==> config.mk <==
export PLATFORM = sky130hd
export DESIGN_NAME = dcache_control_flat
export DESIGN_NICKNAME = d
export VERILOG_FILES = /design/src/rtl/dcache_pkg.sv /design/src/rtl/dcache_control_if.sv /design/src/rtl/dcache_perf_counter.sv /design/src/rtl/dcache_control.sv /design/src/flat_wrapper.sv
export SDC_FILE = /design/constraint.sdc
export NUM_CORES = 1
export LEC_CHECK = 0
export CELL_PAD_IN_SITES_DETAIL_PLACEMENT = 1
export CELL_PAD_IN_SITES_GLOBAL_PLACEMENT = 1
export CORE_MARGIN = 8
export CORE_UTILIZATION = 35
export DETAILED_ROUTE_END_ITERATION = 6
export PLACE_DENSITY = 0.91
export RECOVER_POWER = 100
export SYNTH_ARGS = -nofsm -noshare
export SYNTH_HDL_FRONTEND = slang
export SYNTH_SLANG_ARGS = --single-unit
==> constraint.sdc <==
create_clock -name clk -period 6.6 [get_ports clk]
set_input_delay 1.32 -clock clk [delete_from_list [all_inputs] [get_ports clk]]
set_output_delay 1.32 -clock clk [all_outputs]
set_load 0.02 [all_outputs]
==> src/rtl/dcache_pkg.sv <==
// Shared types and constants for the 2-way, 8-set, 32-byte-line dcache controller.
package dcache_pkg;

  typedef enum logic [1:0] {
    S_CMP    = 2'd0,
    S_WB     = 2'd1,
    S_FILL   = 2'd2,
    S_SETTLE = 2'd3
  } dcache_state_t;

  localparam int WAYS       = 2;
  localparam int LINE_BYTES = 32;
  localparam logic [LINE_BYTES-1:0] FULL_MASK = 32'hFFFF_FFFF;

  // Way index from the one-hot hit vector; a (illegal) double hit resolves to way 0.
  function automatic logic hit_way(input logic [WAYS-1:0] hit);
    return (hit == 2'b10);
  endfunction

endpackage

==> src/rtl/dcache_control_if.sv <==
// Controller-facing bundle: CPU request/response, pmem handshake and datapath strobes/status.
interface dcache_control_if;
  import dcache_pkg::*;

  logic                  mem_read;
  logic                  mem_write;
  logic [LINE_BYTES-1:0] mem_byte_enable256;
  logic                  mem_resp;

  logic                  pmem_resp;
  logic                  pmem_read;
  logic                  pmem_write;

  logic [WAYS-1:0]       hit_datapath;
  logic                  lru_output;
  logic [WAYS-1:0]       valid_out;
  logic [WAYS-1:0]       dirty_out;

  logic                  mem_enable_sel;
  logic [LINE_BYTES-1:0] write_enable_0;
  logic [LINE_BYTES-1:0] write_enable_1;
  logic                  load_lru;
  logic                  set_lru;
  logic [WAYS-1:0]       load_valid;
  logic [WAYS-1:0]       set_valid;
  logic [WAYS-1:0]       load_dirty;
  logic [WAYS-1:0]       set_dirty;
  logic [WAYS-1:0]       load_tag;
  logic                  data_array_select;

  modport master (
    input  mem_read, mem_write, mem_byte_enable256, pmem_resp,
           hit_datapath, lru_output, valid_out, dirty_out,
    output mem_resp, pmem_read, pmem_write, mem_enable_sel,
           write_enable_0, write_enable_1, load_lru, set_lru,
           load_valid, set_valid, load_dirty, set_dirty, load_tag,
           data_array_select
  );

  modport slave (
    output mem_read, mem_write, mem_byte_enable256, pmem_resp,
           hit_datapath, lru_output, valid_out, dirty_out,
    input  mem_resp, pmem_read, pmem_write, mem_enable_sel,
           write_enable_0, write_enable_1, load_lru, set_lru,
           load_valid, set_valid, load_dirty, set_dirty, load_tag,
           data_array_select
  );

endinterface

==> src/rtl/dcache_perf_counter.sv <==
// Saturating event counter: sticks at all-ones instead of wrapping.
module dcache_perf_counter #(
  parameter int CNT_W = 32
) (
  input  logic             clk,
  input  logic             rst_n,
  input  logic             inc_i,
  output logic [CNT_W-1:0] cnt_o
);

  logic [CNT_W-1:0] cnt_q, cnt_d;

  always_comb begin
    cnt_d = cnt_q;
    if (inc_i && (cnt_q != '1)) begin
      cnt_d = cnt_q + CNT_W'(1);
    end
  end

  always_ff @(posedge clk or negedge rst_n) begin
    if (!rst_n) begin
      cnt_q <= '0;
    end else begin
      cnt_q <= cnt_d;
    end
  end

  assign cnt_o = cnt_q;

endmodule

==> src/rtl/dcache_control.sv <==
// Sequencing FSM for the 2-way dcache: hit handling, write-back, line fill, perf counters.
// state    | meaning
// S_CMP    | compare tags; hits complete here, misses pick victim v
// S_WB     | write dirty victim line back to pmem
// S_FILL   | read new line from pmem into way v
// S_SETTLE | one cycle for array outputs to reflect the fill
module dcache_control
  import dcache_pkg::*;
#(
  parameter int NUM_WAYS = 2,
  parameter int CNT_W    = 32
) (
  input  logic             clk,
  input  logic             rst_n,
  dcache_control_if.master bus,
  output logic [CNT_W-1:0] hit_cnt_o,
  output logic [CNT_W-1:0] miss_cnt_o,
  output logic [CNT_W-1:0] wb_cnt_o
);

  localparam logic [1:0] ST_CMP    = S_CMP;
  localparam logic [1:0] ST_WB     = S_WB;
  localparam logic [1:0] ST_FILL   = S_FILL;
  localparam logic [1:0] ST_SETTLE = S_SETTLE;

  if (NUM_WAYS != WAYS) begin : g_ways_chk
    $error("dcache_control supports exactly 2 ways");
  end

  logic [1:0]            state_q, state_d;
  logic                  v_q, v_d;
  logic                  req, any_hit, hit_w;
  logic                  hit_inc, miss_inc, wb_inc;
  logic                  resp, pmem_rd, pmem_wr, sel, ld_lru, st_lru, das;
  logic [LINE_BYTES-1:0] we0, we1;
  logic [WAYS-1:0]       ld_valid, st_valid, ld_dirty, st_dirty, ld_tag;

  always_comb begin
    req      = bus.mem_read | bus.mem_write;
    any_hit  = |bus.hit_datapath;
    hit_w    = hit_way(bus.hit_datapath);
    state_d  = state_q;
    v_d      = v_q;
    hit_inc  = 1'b0;
    miss_inc = 1'b0;
    wb_inc   = 1'b0;
    resp     = 1'b0;
    pmem_rd  = 1'b0;
    pmem_wr  = 1'b0;
    sel      = 1'b0;
    ld_lru   = 1'b0;
    st_lru   = 1'b0;
    das      = 1'b0;
    we0      = '0;
    we1      = '0;
    ld_valid = '0;
    st_valid = '0;
    ld_dirty = '0;
    st_dirty = '0;
    ld_tag   = '0;

    case (state_q)
      ST_CMP: begin
        if (req) begin
          if (any_hit) begin
            resp    = 1'b1;
            ld_lru  = 1'b1;
            st_lru  = ~hit_w;
            das     = hit_w;
            hit_inc = 1'b1;
            if (bus.mem_write) begin
              ld_dirty[hit_w] = 1'b1;
              st_dirty[hit_w] = 1'b1;
              if (hit_w) we1 = bus.mem_byte_enable256;
              else       we0 = bus.mem_byte_enable256;
            end
          end else begin
            // Victim is latched here so a wandering lru_output cannot retarget the fill.
            miss_inc = 1'b1;
            v_d      = bus.lru_output;
            das      = bus.lru_output;
            state_d  = (bus.valid_out[bus.lru_output] & bus.dirty_out[bus.lru_output])
                       ? ST_WB : ST_FILL;
          end
        end
      end
      ST_WB: begin
        pmem_wr = 1'b1;
        das     = v_q;
        if (bus.pmem_resp) begin
          wb_inc        = 1'b1;
          ld_dirty[v_q] = 1'b1;
          st_dirty[v_q] = 1'b0;
          state_d       = ST_FILL;
        end
      end
      ST_FILL: begin
        pmem_rd = 1'b1;
        sel     = 1'b1;
        das     = v_q;
        if (bus.pmem_resp) begin
          if (v_q) we1 = FULL_MASK;
          else     we0 = FULL_MASK;
          ld_tag[v_q]   = 1'b1;
          ld_valid[v_q] = 1'b1;
          st_valid[v_q] = 1'b1;
          ld_dirty[v_q] = 1'b1;
          st_dirty[v_q] = 1'b0;
          state_d       = ST_SETTLE;
        end
      end
      ST_SETTLE: begin
        das     = v_q;
        state_d = ST_CMP;
      end
      default: state_d = ST_CMP;
    endcase
  end

  always_ff @(posedge clk or negedge rst_n) begin
    if (!rst_n) begin
      state_q <= ST_CMP;
      v_q     <= 1'b0;
    end else begin
      state_q <= state_d;
      v_q     <= v_d;
    end
  end

  assign bus.mem_resp          = resp;
  assign bus.pmem_read         = pmem_rd;
  assign bus.pmem_write        = pmem_wr;
  assign bus.mem_enable_sel    = sel;
  assign bus.write_enable_0    = we0;
  assign bus.write_enable_1    = we1;
  assign bus.load_lru          = ld_lru;
  assign bus.set_lru           = st_lru;
  assign bus.load_valid        = ld_valid;
  assign bus.set_valid         = st_valid;
  assign bus.load_dirty        = ld_dirty;
  assign bus.set_dirty         = st_dirty;
  assign bus.load_tag          = ld_tag;
  assign bus.data_array_select = das;

  dcache_perf_counter #(.CNT_W(CNT_W)) u_hit_cnt (
    .clk(clk), .rst_n(rst_n), .inc_i(hit_inc), .cnt_o(hit_cnt_o)
  );

  dcache_perf_counter #(.CNT_W(CNT_W)) u_miss_cnt (
    .clk(clk), .rst_n(rst_n), .inc_i(miss_inc), .cnt_o(miss_cnt_o)
  );

  dcache_perf_counter #(.CNT_W(CNT_W)) u_wb_cnt (
    .clk(clk), .rst_n(rst_n), .inc_i(wb_inc), .cnt_o(wb_cnt_o)
  );

  a_no_double_hit: assert property (@(posedge clk) disable iff (!rst_n)
    !((state_q == ST_CMP) && req && (bus.hit_datapath == 2'b11)))
    else $error("dcache_control: both ways hit");

  a_pmem_exclusive: assert property (@(posedge clk) disable iff (!rst_n)
    !(pmem_rd && pmem_wr))
    else $error("dcache_control: pmem read and write together");

endmodule
==> src/flat_wrapper.sv <==
// flat-port wrapper written by rule: the top's interface ports become plain ports
module dcache_control_flat import dcache_pkg::*;
#(
  parameter int NUM_WAYS = 2,
  parameter int CNT_W    = 32
)
  (clk, rst_n, hit_cnt_o, miss_cnt_o, wb_cnt_o, bus_mem_read, bus_mem_write, bus_mem_byte_enable256, bus_pmem_resp, bus_hit_datapath, bus_lru_output, bus_valid_out, bus_dirty_out, bus_mem_resp, bus_pmem_read, bus_pmem_write, bus_mem_enable_sel, bus_write_enable_0, bus_write_enable_1, bus_load_lru, bus_set_lru, bus_load_valid, bus_set_valid, bus_load_dirty, bus_set_dirty, bus_load_tag, bus_data_array_select);
  dcache_control_if bus_i ();
  input  logic clk;
  input  logic rst_n;
  output logic [CNT_W-1:0] hit_cnt_o;
  output logic [CNT_W-1:0] miss_cnt_o;
  output logic [CNT_W-1:0] wb_cnt_o;
  input wire logic [$bits(bus_i.mem_read)-1:0] bus_mem_read;
  input wire logic [$bits(bus_i.mem_write)-1:0] bus_mem_write;
  input wire logic [$bits(bus_i.mem_byte_enable256)-1:0] bus_mem_byte_enable256;
  input wire logic [$bits(bus_i.pmem_resp)-1:0] bus_pmem_resp;
  input wire logic [$bits(bus_i.hit_datapath)-1:0] bus_hit_datapath;
  input wire logic [$bits(bus_i.lru_output)-1:0] bus_lru_output;
  input wire logic [$bits(bus_i.valid_out)-1:0] bus_valid_out;
  input wire logic [$bits(bus_i.dirty_out)-1:0] bus_dirty_out;
  output wire logic [$bits(bus_i.mem_resp)-1:0] bus_mem_resp;
  output wire logic [$bits(bus_i.pmem_read)-1:0] bus_pmem_read;
  output wire logic [$bits(bus_i.pmem_write)-1:0] bus_pmem_write;
  output wire logic [$bits(bus_i.mem_enable_sel)-1:0] bus_mem_enable_sel;
  output wire logic [$bits(bus_i.write_enable_0)-1:0] bus_write_enable_0;
  output wire logic [$bits(bus_i.write_enable_1)-1:0] bus_write_enable_1;
  output wire logic [$bits(bus_i.load_lru)-1:0] bus_load_lru;
  output wire logic [$bits(bus_i.set_lru)-1:0] bus_set_lru;
  output wire logic [$bits(bus_i.load_valid)-1:0] bus_load_valid;
  output wire logic [$bits(bus_i.set_valid)-1:0] bus_set_valid;
  output wire logic [$bits(bus_i.load_dirty)-1:0] bus_load_dirty;
  output wire logic [$bits(bus_i.set_dirty)-1:0] bus_set_dirty;
  output wire logic [$bits(bus_i.load_tag)-1:0] bus_load_tag;
  output wire logic [$bits(bus_i.data_array_select)-1:0] bus_data_array_select;
  assign bus_i.mem_read = bus_mem_read;
  assign bus_i.mem_write = bus_mem_write;
  assign bus_i.mem_byte_enable256 = bus_mem_byte_enable256;
  assign bus_i.pmem_resp = bus_pmem_resp;
  assign bus_i.hit_datapath = bus_hit_datapath;
  assign bus_i.lru_output = bus_lru_output;
  assign bus_i.valid_out = bus_valid_out;
  assign bus_i.dirty_out = bus_dirty_out;
  assign bus_mem_resp = bus_i.mem_resp;
  assign bus_pmem_read = bus_i.pmem_read;
  assign bus_pmem_write = bus_i.pmem_write;
  assign bus_mem_enable_sel = bus_i.mem_enable_sel;
  assign bus_write_enable_0 = bus_i.write_enable_0;
  assign bus_write_enable_1 = bus_i.write_enable_1;
  assign bus_load_lru = bus_i.load_lru;
  assign bus_set_lru = bus_i.set_lru;
  assign bus_load_valid = bus_i.load_valid;
  assign bus_set_valid = bus_i.set_valid;
  assign bus_load_dirty = bus_i.load_dirty;
  assign bus_set_dirty = bus_i.set_dirty;
  assign bus_load_tag = bus_i.load_tag;
  assign bus_data_array_select = bus_i.data_array_select;
  dcache_control #(.NUM_WAYS(NUM_WAYS), .CNT_W(CNT_W)) u_core (.clk(clk), .rst_n(rst_n), .bus(bus_i), .hit_cnt_o(hit_cnt_o), .miss_cnt_o(miss_cnt_o), .wb_cnt_o(wb_cnt_o));
endmodule
==> results.yml, run 1 <==
status:
  outcome: "complete, but fails checks"
  violations: "max-capacitance violations, max-slew violations"
timing:
  final-max-slew-violation-count: 102
  post-route-worst-setup-slack_ns: 1.310
  max_slew.worst_pin.slew_ns: 1.706
  clock.fmax_ghz: 0.1890
  finalCriticalPeriod_ns: 5.291
  finalSetupTns_ns: 0
  finClkSkew_ns: 0.009580
  headroom_to_the_max_slew_limit_pct: -13.75
  finalHoldViolations: 0
  final.period_utilization_pct: 80.16
  unrepaired_setup_endpoints_after_global_routing: "no"
  final_setup_vio_count: 0
clocking:
  cts_num_sinks: 99
  path_clk_slew_ns: 0.07
  ctsHtreeMaxLevel: 3
  clock_tree_from_tritoncts: "done"
  post_cts_resized: 0
  cts.repair_timing.setup_buffer_count: 0
  worst_skew_pair.late_latency_ns: 0.35
  clock_path_buffers: 2
  cts_hold_repair.buffers: 0
  clock-root-buffer: "sky130_fd_sc_hd__clkbuf_16"
  numCtsBuffers: 9
synth:
  post_synth.cell_area_avg_um2: 9.279
  synth.top_cells.by_count: "sky130_fd_sc_hd__nand2_1 (106), sky130_fd_sc_hd__dfrtp_1 (99), sky130_fd_sc_hd__xnor2_1 (50), sky130_fd_sc_hd__xor2_1 (42), sky130_fd_sc_hd__nand3_1 (40)"
  synth_top_area_share_pct: 44.28
  synth_most_common_cell: "sky130_fd_sc_hd__nand2_1"
  synth.top_cells.by_area: "sky130_fd_sc_hd__dfrtp_1 (44%), sky130_fd_sc_hd__xnor2_1 (7.8%), sky130_fd_sc_hd__nand2_1 (7.1%)"
  net_count_synth: 655
  count_of_synthesis_stage_warnings_from_yosys: 0
  postSynth.topFlopCell: "sky130_fd_sc_hd__dfrtp_1"
  mappedNetlistArea_um2: 5595
  synth_cell_types: 51
  synth.yosys.seq_area_share_pct: 44.28
  yosys_register_bits: 99
  number_of_enable_type_register_cells_in_the_synthesized_netlist: 0
  syn_inst: 603
  async_flop_share_pct: 100.0
  yosysTopAreaCell: "sky130_fd_sc_hd__dfrtp_1"
grt:
  global_route.overflow_total: 0
  wire_length_of_the_first_global_routing_pass_mm: 31.31
  antenna_found_initial: 0
  grt.total_usage_pct: 19.46
  first_global_vias: 5736
  largest_net_degree_at_the_start_of_global_routing: 70
power_and_ir_drop:
  power_per_cell_area_nw_per_um2: 264.7
  cellLeakagePower_uw: 0.004263
  p_total_uw: 2167
  worst_ir_drop_vdd_uv: 160.4
drt:
  post_drt_wl_per_cell_um: 19.34
  detailedRoute.firstPassIterationCount: 4
  per_cell_via_count_in_the_routed_design: 5.208
  drt_first_iter_violations: 237
  vias: 5385
  routed_wirelength_mm: 20.00
  detail-route-antenna-nets: 0
  drc_violations_left: 0
setup_path:
  timing.critical_path.required_ns: 5.28
  biggest_cell_delay_along_the_critical_path_ns: 0.95
  endpoint_kind: "output pin"
  crit_top_cell: "sky130_fd_sc_hd__dlygate4sd3_1"
  cp_class: "primary input to output pin"
  startpoint_type: "primary input"
  cp.arrival_ns: 3.97
  maximum_net_fanout_on_the_critical_path: 32
  crit_buf_inv: 3
  crit_path_cell_trace: "dlygate4sd3_1 -> and3_1 -> clkbuf_1 -> a21o_1 -> dlygate4sd3_1"
  cpLargestDelayFamily: "buffers and inverters"
  critPathSlowestCell: "sky130_fd_sc_hd__and3_1"
placed_design:
  detailed_place_hpwl_mm: 15.68
  placedCellCount: 1018
  io_buffers: 220
  dpl_worst_slack_ns: 1.369
  gpl.final_weighted_congestion: 0.8658
run:
  cap_violations: 2
die:
  io_pins: 221
  fp.dieH_um: 142.4
  core.rowCount: 46
  die_area_um2: 20290
  design.core.area_um2: 15770
  starting_utilization_of_the_core_area_pct: 35.48
  fp.dieW_um: 142.4
final_layout:
  final_nets: 865
  layout.area.seq_um2: 2477
  nFillCells: 1830
  area_of_the_multi_input_gates_um2: 2889
  finalCoreUtilization_pct: 51.92
  antenna_diodes: 0
  drive_gt1_share_pct: 3.423
  flow.area_growth_from_synthesis_pct: 46.33
  final_cells: 1034
hold_path:
  hold_path_class: "flop to flop"
## final cells by class
type                            instances  area share, %
Inverter                               14         0.6418
Multi-Input combinational cell        467          35.28
Clock inverter                          6         0.6724
Timing Repair Buffer                  222          26.93
Tap cell                              216          3.301
Sequential cell                        99          30.26
Clock buffer                           10          2.919
## worst paths after layout
| path | startpoint | end | slack, ns | depth (start not counted) |
|---|---|---|---|---|
| worst max-delay path | bus_mem_write | bus_write_enable_0[21] | 1.31 | 5 |
| worst min-delay path | u_core.u_wb_cnt.cnt_o[30] | u_core.u_wb_cnt.cnt_o[30] | 0.49 | 1 |
| worst max register to register | u_core.state_q[1] | u_core.u_hit_cnt.cnt_o[26] | 3.46 | 7 |
| worst min register to register | u_core.u_wb_cnt.cnt_o[30] | u_core.u_wb_cnt.cnt_o[30] | 0.49 | 1 |
| max in group asynchronous | rst_n | u_core.u_miss_cnt.cnt_o[23] | 2.81 | 2 |
| min in group asynchronous | rst_n | u_core.u_wb_cnt.cnt_o[0] | 1.36 | 1 |
## per-stage QoR
stage / area, um^2 / hold slack (ns)
after floorplan: 5595 / 0.5046
after global placement: 7963 / 0.4812
after detailed placement: 7963 / 0.4900
after CTS: 8257 / 0.5022
after global routing: 8188 / 0.5119
final: 8188 / 0.4934
## report_power, final
group	internal [uW]	switching, uW
logic	392	531
clock network	275	252
registers	653	63.7
## state kept, by name, summed over array words and instances (netlist names)
register                 flops
u_core.state_q               2
u_core.u_wb_cnt.cnt_o       32
u_core.u_hit_cnt.cnt_o      32
u_core.v_q                   1
u_core.u_miss_cnt.cnt_o     32
## per-layer routing
layer	track usage [%]	routed length [um]	up-vias
li1	-	-	2529
met2	33.57	9775	174
met5	0	0	-
met3	5.636	1488	34
met1	22.59	8273	2648
met4	6.655	457	0
## layout by cell type (no fill, tap or decap), drive strengths merged, types with 25 or more instances in the layout
cell / count
a21o: 33
clkdlybuf4s50: 41
dfrtp: 99
dlygate4sd3: 178
nand2: 106
nand3: 41
nand4: 35
nor2: 38
nor3: 25
xnor2: 50
xor2: 42
## logic make-up (layout without fill, tap and decap cells)
group,count (synthesis),in the layout,share of synthesized area (%)
muxes,4,4,0.8050
adders and majority gates,8,8,1.789
xor gates and xnor gates,92,92,14.40
buffers and inverters,37,252,3.041
AOI/OAI and AO/OA,56,56,7.402
and+or+nand+nor,307,307,28.29
DFF,99,99,44.28
Note: power is estimated with default switching activity, not from simulation.
==> run 2, diff against run 1 <==
--- a/config.mk
+++ b/config.mk
@@ -8,9 +8,9 @@
 export CELL_PAD_IN_SITES_DETAIL_PLACEMENT = 1
 export CELL_PAD_IN_SITES_GLOBAL_PLACEMENT = 1
 export CORE_MARGIN = 8
-export CORE_UTILIZATION = 35
+export CORE_UTILIZATION = 32
 export DETAILED_ROUTE_END_ITERATION = 6
-export PLACE_DENSITY = 0.91
+export PLACE_DENSITY = 0.85
 export RECOVER_POWER = 100
 export SYNTH_ARGS = -nofsm -noshare
 export SYNTH_HDL_FRONTEND = slang
==> constraint.sdc (replaced) <==
create_clock -name clk -period 5.45 [get_ports clk]
set_input_delay 1.09 -clock clk [delete_from_list [all_inputs] [get_ports clk]]
set_output_delay 1.09 -clock clk [all_outputs]
set_load 0.02 [all_outputs]
==> results.yml, run 2 (synthesis results as in run 1) <==
power_and_ir_drop:
  int_pwr_uw: 1585
  power.share.clock_pct: 23.0
  sw_frac_of_total_pct: 38.80
  combPwrFrac_pct: 43.4
  p_seq_share_pct: 33.6
  worst_ir_drop_vdd_uv: 251.6
  cellLeakagePower_uw: 0.004260
  power_spent_charging_and_discharging_nets_uw: 1005
  power_per_cell_area_nw_per_um2: 316.1
grt:
  global_route.overflow_total: 0
  first_global_vias: 5693
  grt.total_usage_pct: 17.64
  antenna_found_initial: 0
  wire_length_of_the_first_global_routing_pass_mm: 31.42
  largest_net_degree_at_the_start_of_global_routing: 61
setup_path:
  crit_buf_inv: 3
  crit_path_cell_trace: "dlygate4sd3_1 -> and3_1 -> clkbuf_2 -> a21o_1 -> dlygate4sd3_1"
  endpoint_kind: "output pin"
  maximum_net_fanout_on_the_critical_path: 35
  cpLargestDelayFamily: "buffers and inverters"
  crit_top_cell: "sky130_fd_sc_hd__dlygate4sd3_1"
  cp_class: "primary input to output pin"
  setup.reg_to_reg.worst_slack_ns: 2.33
  critPathSlowestCell: "sky130_fd_sc_hd__dlygate4sd3_1"
  biggest_cell_delay_along_the_critical_path_ns: 0.70
  critical_path.startpoint: "bus_pmem_resp"
  rr_startpoint: "u_core.state_q[0]"
  startpoint_type: "primary input"
  cp.arrival_ns: 3.44
  timing.critical_path.required_ns: 4.36
drt:
  routed_wirelength_mm: 19.65
  drt_first_iter_violations: 182
  drc_violations_left: 0
  detailedRoute.firstPassIterationCount: 4
  per_cell_via_count_in_the_routed_design: 5.139
  post_drt_wl_per_cell_um: 18.82
  vias: 5365
  detail-route-antenna-nets: 0
timing:
  finalSetupTns_ns: 0
  final-max-slew-violation-count: 61
  finalHoldViolations: 0
  final.period_utilization_pct: 83.11
  clock.fmax_ghz: 0.2208
  final_setup_vio_count: 0
  max_slew.worst_pin.slew_ns: 3.279
  finClkSkew_ns: 0.008499
  unrepaired_setup_endpoints_after_global_routing: "no"
  headroom_to_the_max_slew_limit_pct: -118.6
  finalCriticalPeriod_ns: 4.529
die:
  die_area_um2: 21970
  fp.dieW_um: 148.2
  design.core.area_um2: 17180
  core.rowCount: 48
  io_pins: 221
  starting_utilization_of_the_core_area_pct: 32.58
  fp.dieH_um: 148.2
clocking:
  cts_num_sinks: 99
  clock_path_buffers: 2
  cts_hold_repair.buffers: 0
  path_clk_slew_ns: 0.07
  worst_skew_pair.late_latency_ns: 0.35
  numCtsBuffers: 9
  clock-root-buffer: "sky130_fd_sc_hd__clkbuf_16"
  cts.repair_timing.setup_buffer_count: 0
  post_cts_resized: 0
  ctsHtreeMaxLevel: 3
  clock_tree_from_tritoncts: "done"
placed_design:
  io_buffers: 220
  gpl.final_weighted_congestion: 0.7857
  dpl_cell_area_um2: 7989
  detailed_place_hpwl_mm: 15.33
final_layout:
  flow.area_growth_from_synthesis_pct: 46.47
  final_nets: 867
  final_common_cell: "sky130_fd_sc_hd__dlygate4sd3_1"
  commonest_cells_after_routing_fill_and_taps_aside: "sky130_fd_sc_hd__dlygate4sd3_1 (177), sky130_fd_sc_hd__nand2_1 (106), sky130_fd_sc_hd__dfrtp_1 (99)"
  antenna_diodes: 0
  drive_gt1_share_pct: 3.907
  post_route_cell_area_um2: 8195
hold_path:
  hold_start: "u_core.u_wb_cnt.cnt_o[7]"
  hold_path_class: "flop to flop"
status:
  violations: "max-capacitance violations, max-slew violations"
  outcome: "complete, but fails checks"
run:
  cap_violations: 1
-- run 2: stage by stage --
step	cells	hold slack (ns)	power, uW	util, %	worst slack, ns
floorplan	603	0.5046	1502	-	2.152
CTS	1044	0.4984	2729	48.08	1.113
detailed placement	1029	0.4865	2123	46.51	1.116
global route	1044	0.5130	2737	47.71	0.4920
finish	1044	0.4861	2590	47.71	0.9207
global placement	1029	0.4831	2107	46.51	1.145
-- run 2: final timing paths --
path / cells past startpoint / endpoint
max in group asynchronous: 2 / u_core.u_hit_cnt.cnt_o[3]
worst min register to register: 1 / u_core.u_wb_cnt.cnt_o[7]
worst max register to register: 7 / u_core.u_hit_cnt.cnt_o[26]
worst min-delay path: 1 / u_core.u_wb_cnt.cnt_o[7]
min in group asynchronous: 1 / u_core.u_miss_cnt.cnt_o[8]
worst max-delay path: 5 / bus_write_enable_0[7]
-- run 2: cell type report --
class	count	area, um^2
clock inverter	4	26.28
tap	225	281.5
clock buffer	11	242.7
inverter	14	52.55
sequential	99	2477
multi-input combinational	467	2894
fill	1983	8981
timing repair buffer	224	2221
-- run 2: power by group through the flow --
stage	logic, uW	registers (uW)	clock network (uW)
floorplan	580	922	0
global placement	1220	883	0
detailed placement	1240	887	0
CTS	1240	875	613
global route	1210	884	640
finish	1120	871	596
-- run 2: per-layer routing --
metal  global-route usage (%)  share of wire (%)  routed length (um)
met3                    4.588                6.4                1256
met1                    21.36                 44                8569
met4                    4.844                1.1                 219
met5                        0                  0                   0
met2                    30.34                 49                9601
==> run 3, diff against run 2 <==
==> constraint.sdc (replaced) <==
create_clock -name clk -period 4.3 [get_ports clk]
set_input_delay 0.86 -clock clk [delete_from_list [all_inputs] [get_ports clk]]
set_output_delay 0.86 -clock clk [all_outputs]
set_load 0.02 [all_outputs]
==> results.yml, run 3 (synthesis results as in run 1) <==
status:
  outcome: "complete, but fails checks"
  violations: "max-capacitance violations, max-slew violations"
power_and_ir_drop:
  combPwrFrac_pct: 42.8
  worst_ir_drop_vdd_uv: 396.0
  power_per_cell_area_nw_per_um2: 404.7
  int_pwr_uw: 2025
  power.share.clock_pct: 23.9
  p_total_uw: 3328
  p_seq_share_pct: 33.2
  cellLeakagePower_uw: 0.004270
  power_spent_charging_and_discharging_nets_uw: 1303
  sw_frac_of_total_pct: 39.15
clocking:
  path_clk_slew_ns: 0.07
  cts_num_sinks: 99
  clock_path_buffers: 2
  ctsHtreeMaxLevel: 3
  worst_skew_pair.late_latency_ns: 0.36
  clock-root-buffer: "sky130_fd_sc_hd__clkbuf_16"
  clock_tree_from_tritoncts: "done"
  cts_hold_repair.buffers: 0
  numCtsBuffers: 9
  cts.repair_timing.setup_buffer_count: 0
  post_cts_resized: 0
timing:
  headroom_to_the_max_slew_limit_pct: -48.55
  max_slew.worst_pin.slew_ns: 2.228
  finalCriticalPeriod_ns: 4.035
  unrepaired_setup_endpoints_after_global_routing: "no"
  clock.fmax_ghz: 0.2478
  final.hold.worst_slack_ns: 0.4905
  finalSetupTns_ns: 0
  final.period_utilization_pct: 93.84
  final_setup_vio_count: 0
  post-route-worst-setup-slack_ns: 0.2648
  finalHoldViolations: 0
  finClkSkew_ns: 0.009102
  final-max-slew-violation-count: 41
die:
  fp.dieH_um: 148.2
  starting_utilization_of_the_core_area_pct: 32.58
  fp.dieW_um: 148.2
  design.core.area_um2: 17180
  die_area_um2: 21970
  io_pins: 221
  core.rowCount: 48
final_layout:
  nFillCells: 1990
  final_nets: 869
  flow.area_growth_from_synthesis_pct: 46.96
  antenna_diodes: 0
  commonest_cells_after_routing_fill_and_taps_aside: "sky130_fd_sc_hd__dlygate4sd3_1 (176), sky130_fd_sc_hd__nand2_1 (106), sky130_fd_sc_hd__dfrtp_1 (99)"
  final_common_cell: "sky130_fd_sc_hd__dlygate4sd3_1"
  drive_gt1_share_pct: 4.136
  post_route_cell_area_um2: 8223
grt:
  antenna_found_initial: 0
  global_route.overflow_total: 0
  wire_length_of_the_first_global_routing_pass_mm: 31.63
  largest_net_degree_at_the_start_of_global_routing: 41
  first_global_vias: 5702
  grt.total_usage_pct: 17.82
setup_path:
  cp.arrival_ns: 3.18
  startpoint_type: "primary input"
  timing.critical_path.required_ns: 3.44
  maximum_net_fanout_on_the_critical_path: 35
  cp_class: "primary input to output pin"
  endpoint_kind: "output pin"
placed_design:
  gpl.final_weighted_congestion: 0.7983
  dpl_cell_area_um2: 8004
  detailed_place_hpwl_mm: 15.61
  dpl_worst_slack_ns: 0.3701
  io_buffers: 220
drt:
  per_cell_via_count_in_the_routed_design: 5.141
  vias: 5383
  detailedRoute.firstPassIterationCount: 4
  drt_first_iter_violations: 323
  drc_violations_left: 0
  routed_wirelength_mm: 19.85
  detail-route-antenna-nets: 0
  post_drt_wl_per_cell_um: 18.96
hold_path:
  hold_path_class: "flop to flop"
run:
  cap_violations: 1
-- run 3: area by class of cell --
class,count,area (um^2),area share (%)
flip-flops and latches,99,2477,30.13
repair buffers,226,2230,27.12
well taps,225,281.5,3.424
inverters,14,52.55,0.6391
multi-input cells,467,2894,35.19
clock buffers,11,242.7,2.952
clock inverters,5,45.04,0.5478
-- run 3: power by group through the flow --
stage	clock (uW)	sequential (uW)	combinational [uW]
6_report	796	1110	1430
3_5_place_dp	0	1130	1570
3_3_place_gp	0	1120	1550
5_1_grt	856	1120	1540
2_1_floorplan	0	1170	734
4_1_cts	825	1110	1570
-- run 3: per-stage QoR --
stage | utilization [%] | instances
floorplan | - | 603
global placement | 46.60 | 1031
detailed placement | 46.60 | 1031
CTS | 48.27 | 1047
global route | 47.87 | 1047
finish | 47.87 | 1047
-- run 3: per-layer routing --
metal | wire length (um) | vias to the layer above | GRT usage (%) | part of all wire, %
li1 | - | 2538 | - | -
met1 | 8515 | 2659 | 21.75 | 43
met2 | 9852 | 165 | 30.68 | 50
met3 | 1191 | 21 | 3.920 | 6.0
met4 | 294 | 0 | 5.507 | 1.5
met5 | 0 | - | 0 | 0
-- run 3: worst max-delay path: stages --
cell and delay, ns:
sky130_fd_sc_hd__dlygate4sd3_1 0.68, sky130_fd_sc_hd__and3_1 0.20, sky130_fd_sc_hd__clkbuf_2 0.57, sky130_fd_sc_hd__a21o_1 0.15, sky130_fd_sc_hd__dlygate4sd3_1 0.70
-- run 3: final timing paths --
check                                               from                          to  slack (ns)  cells past startpoint
worst max-delay path                       bus_pmem_resp       bus_write_enable_0[2]        0.26                      5
worst min-delay path            u_core.u_wb_cnt.cnt_o[7]    u_core.u_wb_cnt.cnt_o[7]        0.49                      1
worst max register to register         u_core.state_q[1]  u_core.u_hit_cnt.cnt_o[30]        1.28                      7
worst min register to register  u_core.u_wb_cnt.cnt_o[7]    u_core.u_wb_cnt.cnt_o[7]        0.49                      1
max in group asynchronous                          rst_n  u_core.u_hit_cnt.cnt_o[19]        0.90                      2
min in group asynchronous                          rst_n  u_core.u_miss_cnt.cnt_o[9]        1.17                      1
